===== src/rtl/digest_reader_pkg.sv =====
// digest_reader_pkg: shared sizing and state encodings
// for the SHA-256 digest read-out stage.
package digest_reader_pkg;

  localparam int OUTPUT_LENGTH  = 8;
  localparam int WORD_WIDTH     = 32;
  localparam int SYMBOL_WIDTH   = 8;
  localparam int BYTES_PER_WORD = WORD_WIDTH / SYMBOL_WIDTH;

  localparam int ADDR_WIDTH = $clog2(OUTPUT_LENGTH);
  localparam int CNT_WIDTH  = $clog2(BYTES_PER_WORD);

  localparam logic [ADDR_WIDTH-1:0] LAST_WORD =
    ADDR_WIDTH'(OUTPUT_LENGTH - 1);
  localparam logic [CNT_WIDTH-1:0] LAST_BYTE =
    CNT_WIDTH'(BYTES_PER_WORD - 1);

  typedef enum logic [2:0] {
    ST_IDLE   = 3'd0,
    ST_RD_REQ = 3'd1,
    ST_RD_CAP = 3'd2,
    ST_SEND   = 3'd3,
    ST_DONE   = 3'd4
  } state_t;

endpackage


===== src/rtl/digest_reader.sv =====
// digest_reader: reads the digest words out of the output
// SRAM and streams them MSB-first as bytes (valid/ready).
//
// Ports:
//   clock, reset         clock, async active-high reset
//   start                go pulse (H stage finish)
//   op_mem_rdata         SRAM read data (1-cycle latency)
//   regop_op_mem_en/addr SRAM read enable and word address
//   byte_ready           downstream accepts a byte
//   regop_byte_valid/data streamed byte
//   regop_busy           run in progress
//   regop_done           pulse after last byte accepted
module digest_reader
  import digest_reader_pkg::*;
(
  input  logic                    clock,
  input  logic                    reset,
  input  logic                    start,
  input  logic [WORD_WIDTH-1:0]   op_mem_rdata,
  output logic                    regop_op_mem_en,
  output logic [ADDR_WIDTH-1:0]   regop_op_mem_addr,
  input  logic                    byte_ready,
  output logic                    regop_byte_valid,
  output logic [SYMBOL_WIDTH-1:0] regop_byte_data,
  output logic                    regop_busy,
  output logic                    regop_done
);

  state_t r_state;
  state_t w_next;

  logic [WORD_WIDTH-1:0] r_shift;
  logic [ADDR_WIDTH-1:0] r_word;
  logic [CNT_WIDTH-1:0]  r_byte_cnt;

  logic w_accept;
  logic w_last_byte;
  logic w_last_word;

  assign w_accept    = regop_byte_valid && byte_ready;
  assign w_last_byte = (r_byte_cnt == LAST_BYTE);
  assign w_last_word = (r_word == LAST_WORD);

  always_ff @(posedge clock or posedge reset) begin
    if (reset) begin
      r_state <= ST_IDLE;
    end else begin
      r_state <= w_next;
    end
  end

  always_comb begin
    w_next = r_state;
    unique case (r_state)
      ST_IDLE: begin
        if (start) w_next = ST_RD_REQ;
      end
      ST_RD_REQ: w_next = ST_RD_CAP;
      ST_RD_CAP: w_next = ST_SEND;
      ST_SEND: begin
        if (w_accept && w_last_byte) begin
          w_next = w_last_word ? ST_DONE : ST_RD_REQ;
        end
      end
      ST_DONE: w_next = ST_IDLE;
      default: w_next = ST_IDLE;
    endcase
  end

  // All outputs are registered; the enable and done pulses
  // default low and are raised only on their transitions.
  always_ff @(posedge clock or posedge reset) begin
    if (reset) begin
      regop_op_mem_en   <= 1'b0;
      regop_op_mem_addr <= '0;
      regop_byte_valid  <= 1'b0;
      regop_byte_data   <= '0;
      regop_busy        <= 1'b0;
      regop_done        <= 1'b0;
      r_shift           <= '0;
      r_word            <= '0;
      r_byte_cnt        <= '0;
    end else begin
      regop_op_mem_en <= 1'b0;
      regop_done      <= 1'b0;
      unique case (r_state)
        ST_IDLE: begin
          if (start) begin
            regop_op_mem_en   <= 1'b1;
            regop_op_mem_addr <= '0;
            regop_busy        <= 1'b1;
            r_word            <= '0;
            r_byte_cnt        <= '0;
          end
        end
        ST_RD_REQ: begin
          regop_op_mem_en <= 1'b0;
        end
        ST_RD_CAP: begin
          r_shift          <= op_mem_rdata;
          regop_byte_data  <=
            op_mem_rdata[WORD_WIDTH-1 -: SYMBOL_WIDTH];
          regop_byte_valid <= 1'b1;
          r_byte_cnt       <= '0;
        end
        ST_SEND: begin
          if (w_accept) begin
            if (!w_last_byte) begin
              // Next byte sits just below the one on the bus.
              regop_byte_data <=
                r_shift[WORD_WIDTH-SYMBOL_WIDTH-1 -: SYMBOL_WIDTH];
              r_shift    <= r_shift << SYMBOL_WIDTH;
              r_byte_cnt <= r_byte_cnt + CNT_WIDTH'(1);
            end else begin
              regop_byte_valid <= 1'b0;
              if (!w_last_word) begin
                r_word            <= r_word + ADDR_WIDTH'(1);
                regop_op_mem_addr <= r_word + ADDR_WIDTH'(1);
                regop_op_mem_en   <= 1'b1;
              end else begin
                regop_done <= 1'b1;
              end
            end
          end
        end
        ST_DONE: begin
          regop_busy <= 1'b0;
        end
        default: begin
          regop_byte_valid <= 1'b0;
          regop_busy       <= 1'b0;
        end
      endcase
    end
  end

endmodule


===== config.mk =====
export PLATFORM = sky130hd
export DESIGN_NAME = digest_reader
export DESIGN_NICKNAME = d
export VERILOG_FILES = /design/src/rtl/digest_reader_pkg.sv /design/src/rtl/digest_reader.sv
export SDC_FILE = /design/constraint.sdc
export NUM_CORES = 1
export LEC_CHECK = 0
export BUFFER_PORTS_ARGS = -buffer_cell sky130_fd_sc_hd__buf_4
export CAP_MARGIN = 20
export CORE_UTILIZATION = 43
export DETAILED_ROUTE_END_ITERATION = 8
export GPL_ROUTABILITY_DRIVEN = 0
export PLACE_DENSITY = 0.64
export SETUP_SLACK_MARGIN = 0.05
export SLEW_MARGIN = 20
export SYNTH_ARGS = -nofsm -noshare
export SYNTH_HDL_FRONTEND = slang
export SYNTH_SLANG_ARGS = --single-unit

===== constraint.sdc =====
create_clock -name clock -period 2.15 [get_ports clock]
set_clock_uncertainty 0.15 [all_clocks]
set_input_delay 0.43 -clock clock [delete_from_list [all_inputs] [get_ports clock]]
set_output_delay 0.43 -clock clock [all_outputs]
set_load 0.01 [all_outputs]

==> results of run 1 <==
## routing by layer
metal | GRT usage | vias up | share of wire
met3 | 0.0417 | 7 | 0.036
met1 | 0.275 | 876 | 0.50
met5 | 0 | - | 0
met2 | 0.326 | 34 | 0.45
met4 | 0.0632 | 0 | 0.013
li1 | - | 864 | -
## kinds of logic (layout without fill, tap and decap cells)
group	after synthesis	count (layout)	share of synthesized area
and+or+nand+nor	77	77	0.203
adders and majority gates	3	3	0.0176
DFF	44	44	0.517
muxes	3	3	0.0141
buffers and inverters	25	73	0.0540
AOI/OAI and AO/OA	52	52	0.194
## power by group through the flow
stage | Clock (mW) | Sequential (mW) | Combinational [mW]
after floorplan | 0 | 1.35 | 0.817
after global placement | 0 | 1.36 | 1.24
after detailed placement | 0 | 1.36 | 1.27
after CTS | 0.554 | 1.35 | 1.27
after global routing | 0.582 | 1.39 | 1.39
final | 0.541 | 1.35 | 1.25
## flip-flops by register name, summed over array words and instances, names as in the netlist
name / count
r_shift: 24
regop_byte_data: 8
r_state: 3
r_word: 3
r_byte_cnt: 2
regop_busy: 1
regop_byte_valid: 1
regop_done: 1
regop_op_mem_en: 1
## cells in the final DEF (no fill, tap or decap), drive strengths merged, types with 2 or more instances in the layout
cell / synthesis / layout
clkinv: 0 / 3
clkbuf: 9 / 6
ha: 3 / 3
and3: 2 / 2
nand3b: 2 / 2
nand2: 20 / 20
a22o: 8 / 8
mux2i: 3 / 3
nor2: 5 / 5
nand4: 15 / 15
a2bb2oi: 9 / 9
o22ai: 9 / 9
a32oi: 15 / 15
o2bb2ai: 2 / 2
a21oi: 3 / 3
dfrtp: 44 / 44
nand3: 15 / 15
buf: 10 / 59
nand2b: 10 / 10
o21ai: 2 / 2
inv: 6 / 5
## per-stage QoR
stage	std cells	hold slack [ns]	setup WS (ns)
after floorplan	204	0.324	0.459
after global placement	311	0.338	0.294
after detailed placement	311	0.344	0.265
after CTS	319	0.134	0.230
after global routing	319	0.184	0.122
final	319	0.114	0.252
## final timing paths
check	from	endpoint	slack, ns	depth (start not counted)
max in group asynchronous	reset	r_state[0]	1.34	3
worst min register to register	regop_busy	regop_busy	0.36	2
worst max register to register	r_byte_cnt[0]	r_shift[17]	0.25	4
worst min-delay path	reset	r_shift[18]	0.11	3
worst max-delay path	r_byte_cnt[0]	r_shift[17]	0.25	4
min in group clock	op_mem_rdata[30]	regop_byte_data[6]	0.19	3
## cell type report
class | count | area share
timing repair buffer | 59 | 0.167
sequential | 44 | 0.414
clock buffer | 6 | 0.0310
multi-input combinational | 135 | 0.344
inverter | 6 | 0.00847
clock inverter | 2 | 0.00376
tap | 67 | 0.0315
## tightest hold or removal path, delay by kind of cell
family	cells	cell delay, ns
buf+inv	3	0.59
==> impl_results.md, run 1 <==
- Avg Inst Size Synth: 10.4 µm²
- Post-CTS Repair Setup Buffers: 0
- Pleak: 1.32 nW
- WS Path Type: reg -> reg
- Number of synthesized register bits: 44
- CP arrival: 1.96 ns
- Max-slew violation count: 0
- Synth area leaders: dfrtp_1 (52%), a32oi_1 (6.2%), nand4_1 (4.4%)
- Hold Path Class: in -> async
- Initial antenna violation count: 0
- Worst-Margin Slew: 0.559 ns
- # H-tree levels: 2
- Mapped Area: 2130 µm²
- Cell Pwr Density: 1180 nW/µm²
- Final Hold Vio Count: 0
- Post-synth EDFFs: 0
- Final period utilization: 0.883
- Worst path slowest cell: a21oi_2
- WP buf/inv: 0
- Initial core utilization: 0.448
- Final setup fails: 0
- Port bufs: 50
- Asr flop ratio synth: 1.00
- Most common cell in the netlist: dfrtp_1
- Post-DR wirelength/cell: 15.6 µm
- CTS Hold Bufs: 0
- Internal cell power: 2.03 mW
- Fmax achieved: 527 MHz
- Share of post-route cells with drive strength above 1: 0.290
- DR pass1 iterations: 4
- Post-synth top flop: dfrtp_1
- Post-synthesis sequential area ratio: 0.517
- Clk buf depth: 2
- Final WL: 4970 µm
- Maximum VDD drop: 546 µV
- Gr ovfl total: 0
- DRC Markers: 0
- CTS Buf Count: 5
- Clock power share: 0.172
- DIE AREA: 5240 µm²
- Fin util: 0.559
- Clock-pin slew on the worst setup and hold paths: 0.09 ns
- N_diodes: 0
- Post-route cell area: 2660 µm²
- Area of the core: 4750 µm²
- Cell Chain, Critical Path: ha_1 > nand3b_1 > a21oi_2 > a2bb2oi_1
- CTS tree: built
- Global-route wire length before repair: 8080 µm
- Reg area: 1100 µm²
- Top-area cell type share of the netlist area: 0.517
- Post-layout min period: 1.90 ns
- Hpwl dp: 3310 µm
- Max incr delay on CP: 0.49 ns
- Combinational share of power: 0.399
- ANT nets after route: 0
- Vias in the first global route: 1680
- Post-route setup TNS: 0 ns
- Pin count of the biggest net entering global routing: 45
- Fillcell total: 457
- Max Cap Violations: 0
- Final net count: 290
- Synth unique cells: 36
- Rows: 25
- CTS sink cnt: 44
- I/O pin total: 51
- Syn nets: 243
- Synth-to-Final Area Change: 24.9%
- Worst path top cell family by delay: compound AO/OA/AOI/OAI gates
- Worst relative slew slack: 0.628
- Post-Synthesis Cells: 204
- Switching power: 1.11 mW
- Worst path required time: 2.22 ns
- Area occupied by multi-input gates: 916 µm²
- Sequential power share: 0.429
- Die span in y: 72.4 µm
- Crit end category: flop
- DR vias/cell: 5.58
- Later-pin clock latency in the skew report: 0.30 ns
- Pwr Total: 3.14 mW
- Synth warn: 0
- Most frequent cells after synthesis: dfrtp_1 (44), nand2_1 (20), a32oi_1 (15), nand3_1 (15), nand4_1 (15)
- DR iter-0 viols: 126
- Post-CTS Resized: 0
- Root Buffer: clkbuf_8
- Worst Path Max Fanout: 9
- Post-synth top area cell: dfrtp_1
- Die X-Extent: 72.4 µm
- Status: finished, final reports clean
- Unrepaired setup endpoints after global routing: no
- DP Area: 2570 µm²
- Worst Setup Start Kind: flop
- DR vias: 1781
- Total Routing Usage GR: 0.202
- Switching Fraction: 0.354
Note: power is estimated with default switching activity, not from simulation.
==> run 2, diff against run 1 <==
ABC_AREA = 1   (was unset)
SLEW_MARGIN = 10   (was 20)
==> impl_results.md, run 2 <==
- Status: finished, final reports clean
- Area occupied by multi-input gates: 943 µm² (+3.0%)
- Max FFs per register: 24 (unchanged)
- Most common cell in the netlist: nand2_1
- Max-slew violation count: 0 (unchanged)
- Rows: 25 (unchanged)
- Final cell count without fillers: 400 (+25%)
- CTS sink cnt: 44 (unchanged)
- Initial core utilization: 0.453 (+0.00518)
- Post-synthesis sequential area ratio: 0.508 (-0.00925)
- Port bufs: 50 (unchanged)
- Fmax achieved: 549 MHz (+4.1%)
- Biggest regs: r_shift (24), regop_byte_data (8)
- Compound-Gate Fraction of Synth Area: 0.0323 (-0.162)
- Commonest non-fill, non-tap cell in the layout: nand2_1
- CP arrival: 1.86 ns (-0.10 ns)
- R2R Setup Slk: 0.33 ns (+0.08 ns)
- Synth warn: 0 (unchanged)
- Post-synth top area cell: dfrtp_1
- Synth Area in Simple Gates: 0.385 (+0.183)
- Post-DR wirelength/cell: 11.4 µm (-27%)
- Worst Setup Start Kind: flop
- Die X-Extent: 73.0 µm (+0.88%)
- Vias in the first global route: 1745 (+3.9%)
- Commonest cells after routing, fill and taps aside: nand2_1 (156), buf_4 (55), dfrtp_1 (44), nand3_1 (32), inv_1 (8)
- Top-area cell type share of the netlist area: 0.508 (-0.00925)
- Clk buf depth: 2 (unchanged)
- Routed metal-1 wire length: 2160 µm (-12%)
- Largest family of logic cells by synthesized area: simple AND/OR/NAND/NOR gates
- Final WL: 4560 µm (-8.2%)
- Mapped Area: 2170 µm² (+1.8%)
- Initial antenna violation count: 0 (unchanged)
- Fillcell total: 498 (+9.0%)
- Final net count: 372 (+28%)
- Hpwl dp: 3080 µm (-6.9%)
- CTS Buf Count: 5 (unchanged)
- Synth-to-Final Area Change: 22.5%
- Met2 WL: 2090 µm (-7.4%)
- Unrepaired setup endpoints after global routing: no
- Final setup fails: 0 (unchanged)
- DR iter-0 viols: 75 (-40%)
- Adder-cell share of the synthesized area: 0.0173 (-0.000315)
- Post-Synthesis Cells: 284 (+39%)
- CTS Hold Bufs: 0 (unchanged)
- Metal3 WL: 228 µm (+27%)
- Die span in y: 73.0 µm (+0.88%)
- Crit end category: flop
- Post-synth top flop: dfrtp_1
- Post-synth EDFFs: 0 (unchanged)
- I/O pin total: 51 (unchanged)
- WS Path Type: reg -> reg
- Pin count of the biggest net entering global routing: 45 (unchanged)
- Worst relative slew slack: 0.632 (+0.00397)
- Gr ovfl total: 0 (unchanged)
- Pleak: 1.54 nW (+17%)
- Max Cap Violations: 0 (unchanged)
- Area of the core: 4790 µm² (+0.66%)
- Post-CTS Resized: 0 (unchanged)
- Highest Signal Layer: met4
- Share of post-route cells with drive strength above 1: 0.207 (-0.0825)
- Reg area: 1100 µm² (-0.11%)
- Synth unique cells: 21 (-42%)
- Maximum VDD drop: 476 µV (-13%)
- Total Routing Usage GR: 0.193 (-0.00943)
- Worst r2r path cells: 6 (+2)
- Post-layout min period: 1.82 ns (-0.0750 ns)
- ANT nets after route: 0 (unchanged)
- Post-synthesis mux area share: 0 (-0.0141)
- DR vias/cell: 4.73 (-15%)
- Final period utilization: 0.848 (-0.0349)
- Later-pin clock latency in the skew report: 0.29 ns (about the same)
- Asr flop ratio synth: 1.00 (unchanged)
- Cell Pwr Density: 1110 nW/µm² (-5.7%)
- Syn nets: 323 (+33%)
- N_diodes: 0 (unchanged)
- DRC Markers: 0 (unchanged)
- # H-tree levels: 2 (unchanged)
- Biggest register: r_shift
- RR Startpoint: r_state[2]
- Post-route setup TNS: 0 ns (unchanged)
- Hold Path Class: in -> async
- DIE AREA: 5330 µm² (+1.8%)
- Avg Inst Size Synth: 7.63 µm² (-27%)
- Global-route wire length before repair: 7810 µm (-3.3%)
- Worst Path Max Fanout: 32 (+23)
- Worst path required time: 2.19 ns (-0.03 ns)
- CTS tree: built
- DR pass1 iterations: 5 (+1)
- Number of synthesized register bits: 44 (unchanged)
- Post-CTS Repair Setup Buffers: 0 (unchanged)
- Clock-pin slew on the worst setup and hold paths: 0.08 ns (about the same)
- Root Buffer: clkbuf_8
- Synth area leaders: dfrtp_1 (51%), nand2_1 (27%), nand3_1 (7.4%)
- Final Hold Vio Count: 0 (unchanged)
- Worst-Margin Slew: 0.553 ns (-0.00595 ns)
- Xor/xnor share of the synthesized area: 0 (unchanged)
- Reg-to-Reg End: r_shift[4]
- DR vias: 1890 (+6.1%)
- Dpl cells: 393 (+26%)
- Most frequent cells after synthesis: nand2_1 (156), dfrtp_1 (44), nand3_1 (32)
## run 2: cell count changes after synthesis, sizes merged, moves of 10 or more
cell	delta
a32oi	-15
nand2	+139
nand2b	-10
nand3	+17
nand4	-13
## run 2: routing by layer
layer | track usage | vias to the layer above
met1 | 0.261 | 853
met2 | 0.301 | 46
met4 | 0.0806 | 0
li1 | - | 984
met5 | 0 | -
met3 | 0.0387 | 7
## run 2: worst max-delay path by stage
| stage | start | to | depth (start not counted) |
|---|---|---|---|
| after CTS | r_state[2] | r_shift[4] | 6 |
| after global routing | r_state[2] | r_shift[4] | 6 |
| after global placement | r_state[0] | r_shift[12] | 6 |
| after detailed placement | r_state[2] | r_shift[4] | 6 |
| after floorplan | reset | r_byte_cnt[0] | 1 |
| final | r_state[2] | r_shift[4] | 6 |
## run 2: cell families after synthesis
| kind of cell | after synthesis |
|---|---|
| AO/OA/AOI/OAI | 11 |
| adder cells (fa/ha/maj) | 3 |
| AND/OR/NAND/NOR | 203 |
| buffers and inverters | 23 |
| flip-flops | 44 |
## run 2: through the flow
stage	hold WS (ns)	utilization	setup WS (ns)	instance area (µm²)	power (mW)
detailed placement	0.310	0.539	0.320	2580	2.50
CTS	0.139	0.555	0.315	2660	2.98
floorplan	0.292	-	0.539	2170	2.18
finish	0.112	0.555	0.327	2660	2.96
global route	0.174	0.555	0.122	2660	3.25
global placement	0.304	0.539	0.383	2580	2.47
## run 2: critical path, stage by stage, from the launching register on
cell and delay, ns:
dfrtp_1 0.45, nor2_1 0.20, nand2_1 0.21, o21ai_4 0.20
nand2_4 0.28, nand2_1 0.14, nand2_1 0.06
## run 2: area by class of cell
type / instances / area share
inverters: 10 / 0.0141
repair buffers: 55 / 0.155
clock buffers: 6 / 0.0273
multi-input cells: 217 / 0.355
clock inverters: 1 / 0.00188
well taps: 67 / 0.0316
flip-flops and latches: 44 / 0.415
## run 2: power by group
| group | switching [mW] | leakage (nW) | internal, mW |
|---|---|---|---|
| Combinational | 0.788 | 0.917 | 0.467 |
| Clock | 0.267 | 0.0410 | 0.221 |
| Sequential | 0.145 | 0.584 | 1.07 |
| Total | 1.20 | 1.54 | 1.76 |
==> run 3, diff against run 2 <==
PLACE_DENSITY = 0.67   (was 0.64)
clock period = 1.45 ns   (was 2.15 ns; I/O delays follow)
==> impl_results.md, run 3 (synthesis gave the netlist of run 2 again) <==
- CP arrival: 1.58 ns (-0.28 ns)
- Max Cap Violations: 0 (unchanged)
- Clk buf depth: 2 (unchanged)
- Clock power share: 0.137 (-0.028)
- DR vias: 2056 (+8.8%)
- Worst Path Max Fanout: 8 (-75%)
- WS Path Type: reg -> reg
- DR iter-0 viols: 90 (+20%)
- Worst Setup Start Kind: flop
- Hpwl dp: 3170 µm (+2.9%)
- Worst-Margin Slew: 0.340 ns (-0.212 ns)
- Place WS: -0.115 ns (-0.436 ns)
- CTS Buf Count: 5 (unchanged)
- CTS sink cnt: 44 (unchanged)
- Biggest register: r_shift
- Share of post-route cells with drive strength above 1: 0.359 (+0.152)
- Hold Path Class: in -> reg
- N_diodes: 0 (unchanged)
- Post-route cell area: 3190 µm² (+20%)
- Final cell count without fillers: 429 (+7.2%)
- Worst path required time: 1.50 ns (-0.69 ns)
- Maximum VDD drop: 929 µV (+95%)
- Commonest non-fill, non-tap cell in the layout: nand2_1
- Status: finished with violations
- Worst path slowest cell: dfrtp_2
- Root Buffer: clkbuf_8
- Cell Chain, Critical Path: buf_6 > nand3_4 > o21ai_4 > buf_6 > nand2_8 > nand2_1 > nand2_1
- Total Routing Usage GR: 0.212 (+0.0195)
- Global-route wire length before repair: 8490 µm (+8.7%)
- Post-DR wirelength/cell: 12.2 µm (+6.8%)
- Sequential power share: 0.333 (-0.078)
- Biggest regs: r_shift (24), regop_byte_data (8)
- WP buf/inv: 2 (+2)
- Final Hold Vio Count: 0 (unchanged)
- Worst hold-check slack: 0.0273 ns (-0.0848 ns)
- Pleak: 1.72 nW (+12%)
- Post-layout min period: 1.54 ns (-0.285 ns)
- Fin util: 0.666 (+0.111)
- Switching Fraction: 0.405 (about the same)
- Area of the core: 4790 µm² (unchanged)
- Post-route setup TNS: -1.28 ns (-1.28 ns)
- Port bufs: 50 (unchanged)
- Fillcell total: 416 (-16%)
- Synth-to-Final Area Change: 47.0%
- Internal cell power: 3.27 mW (+86%)
- Switching power: 2.23 mW (+86%)
- ANT nets after route: 0 (unchanged)
- Cell Pwr Density: 1730 nW/µm² (+55%)
- DR pass1 iterations: 4 (-1)
- Die span in y: 73.0 µm (unchanged)
- Rows: 25 (unchanged)
- Final setup fails: 32 (+32)
- Dpl cells: 408 (+3.8%)
- Worst path top cell family by delay: flip-flops
- Vias in the first global route: 1874 (+7.4%)
- Max FFs per register: 24 (unchanged)
- Max-slew violation count: 0 (unchanged)
- DIE AREA: 5330 µm² (unchanged)
- CTS tree: built
- DRC Markers: 0 (unchanged)
- Die X-Extent: 73.0 µm (unchanged)
- Final WL: 5230 µm (+15%)
- Worst relative slew slack: 0.773 (+0.141)
- Later-pin clock latency in the skew report: 0.30 ns (about the same)
- Unrepaired setup endpoints after global routing: yes
- Commonest cells after routing, fill and taps aside: nand2_1 (142), buf_4 (60), dfrtp_1 (41), nand3_1 (22), nand2_2 (14)
- Initial core utilization: 0.453 (unchanged)
- Gr ovfl total: 0 (unchanged)
- Initial antenna violation count: 0 (unchanged)
- Failing checks: setup timing
- Crit end category: flop
- Pwr Total: 5.50 mW (+86%)
- Fmax achieved: 650 MHz (+19%)
- Final setup margin: -0.0881 ns (-0.415 ns)
- Pin count of the biggest net entering global routing: 45 (unchanged)
- DP Area: 2730 µm² (+5.9%)
- Final net count: 400 (+7.5%)
- I/O pin total: 51 (unchanged)
- Max incr delay on CP: 0.46 ns (about the same)
- Combinational share of power: 0.530 (+0.106)
- # H-tree levels: 2 (unchanged)
- Clock-pin slew on the worst setup and hold paths: 0.08 ns (about the same)
- Final period utilization: 1.06 (+0.213)
- DR vias/cell: 4.79 (+1.4%)
run 3: changes by cell type in the layout (fill, tap and decap cells not counted), moves of 5 or more:
| cell | before | now |
|---|---|---|
| buf_6 | 0 | 13 |
| buf_4 | 55 | 60 |
| nand2_1 | 156 | 142 |
| nand3_1 | 32 | 22 |
| nand3_2 | 0 | 7 |
| nand2_2 | 2 | 14 |
run 3: power groups by stage:
stage,registers [mW],logic [mW],clock network (mW)
2_1_floorplan,1.83,1.44,0
3_3_place_gp,1.81,2.05,0
4_1_cts,1.79,2.60,0.766
3_5_place_dp,1.81,2.08,0
5_1_grt,1.88,3.24,0.817
6_report,1.83,2.92,0.752
run 3: area by class of cell:
type / count / area, µm² / area share
clock buffer: 7 / 76.3 / 0.0239
clock inverter: 1 / 5.00 / 0.00157
inverter: 10 / 43.8 / 0.0137
multi-input combinational: 220 / 1160 / 0.364
sequential: 44 / 1100 / 0.347
tap: 67 / 83.8 / 0.0263
timing repair buffer: 80 / 712 / 0.223
run 3: worst reg2reg max path, delay by kind of cell, from the launching register on:
family,cells,cell delay [ns]
and+or+nand+nor,4,0.34
AOI/OAI and AO/OA,1,0.19
DFF,1,0.46
buffers and inverters,2,0.30
run 3: worst paths after layout:
check,start,depth (start not counted),slack [ns],endpoint
min,op_mem_rdata[6],3,0.03,r_shift[6]
max,r_state[0],7,-0.09,r_shift[22]
min reg2reg,regop_byte_data[4],2,0.32,regop_byte_data[4]
max reg2reg,r_state[0],7,-0.09,r_shift[22]
max in group asynchronous,reset,4,0.49,r_state[0]
min in group asynchronous,reset,4,0.44,r_byte_cnt[0]
run 3: per-layer routing:
layer | share of wire | track usage
met1 | 0.44 | 0.277
met5 | 0 | 0
met3 | 0.046 | 0.0525
met2 | 0.49 | 0.337
met4 | 0.025 | 0.0871
run 3: repair_timing:
item | in CTS | in global routing
pin swaps | 4 | 7
resized for setup | 31 | 33
endpoints found under the hold margin | 44 | 0
setup buffers | 7 | 2
cloned | 2 | 1
endpoints found under the setup margin | 41 | 45
hold buffers | 1 | 0
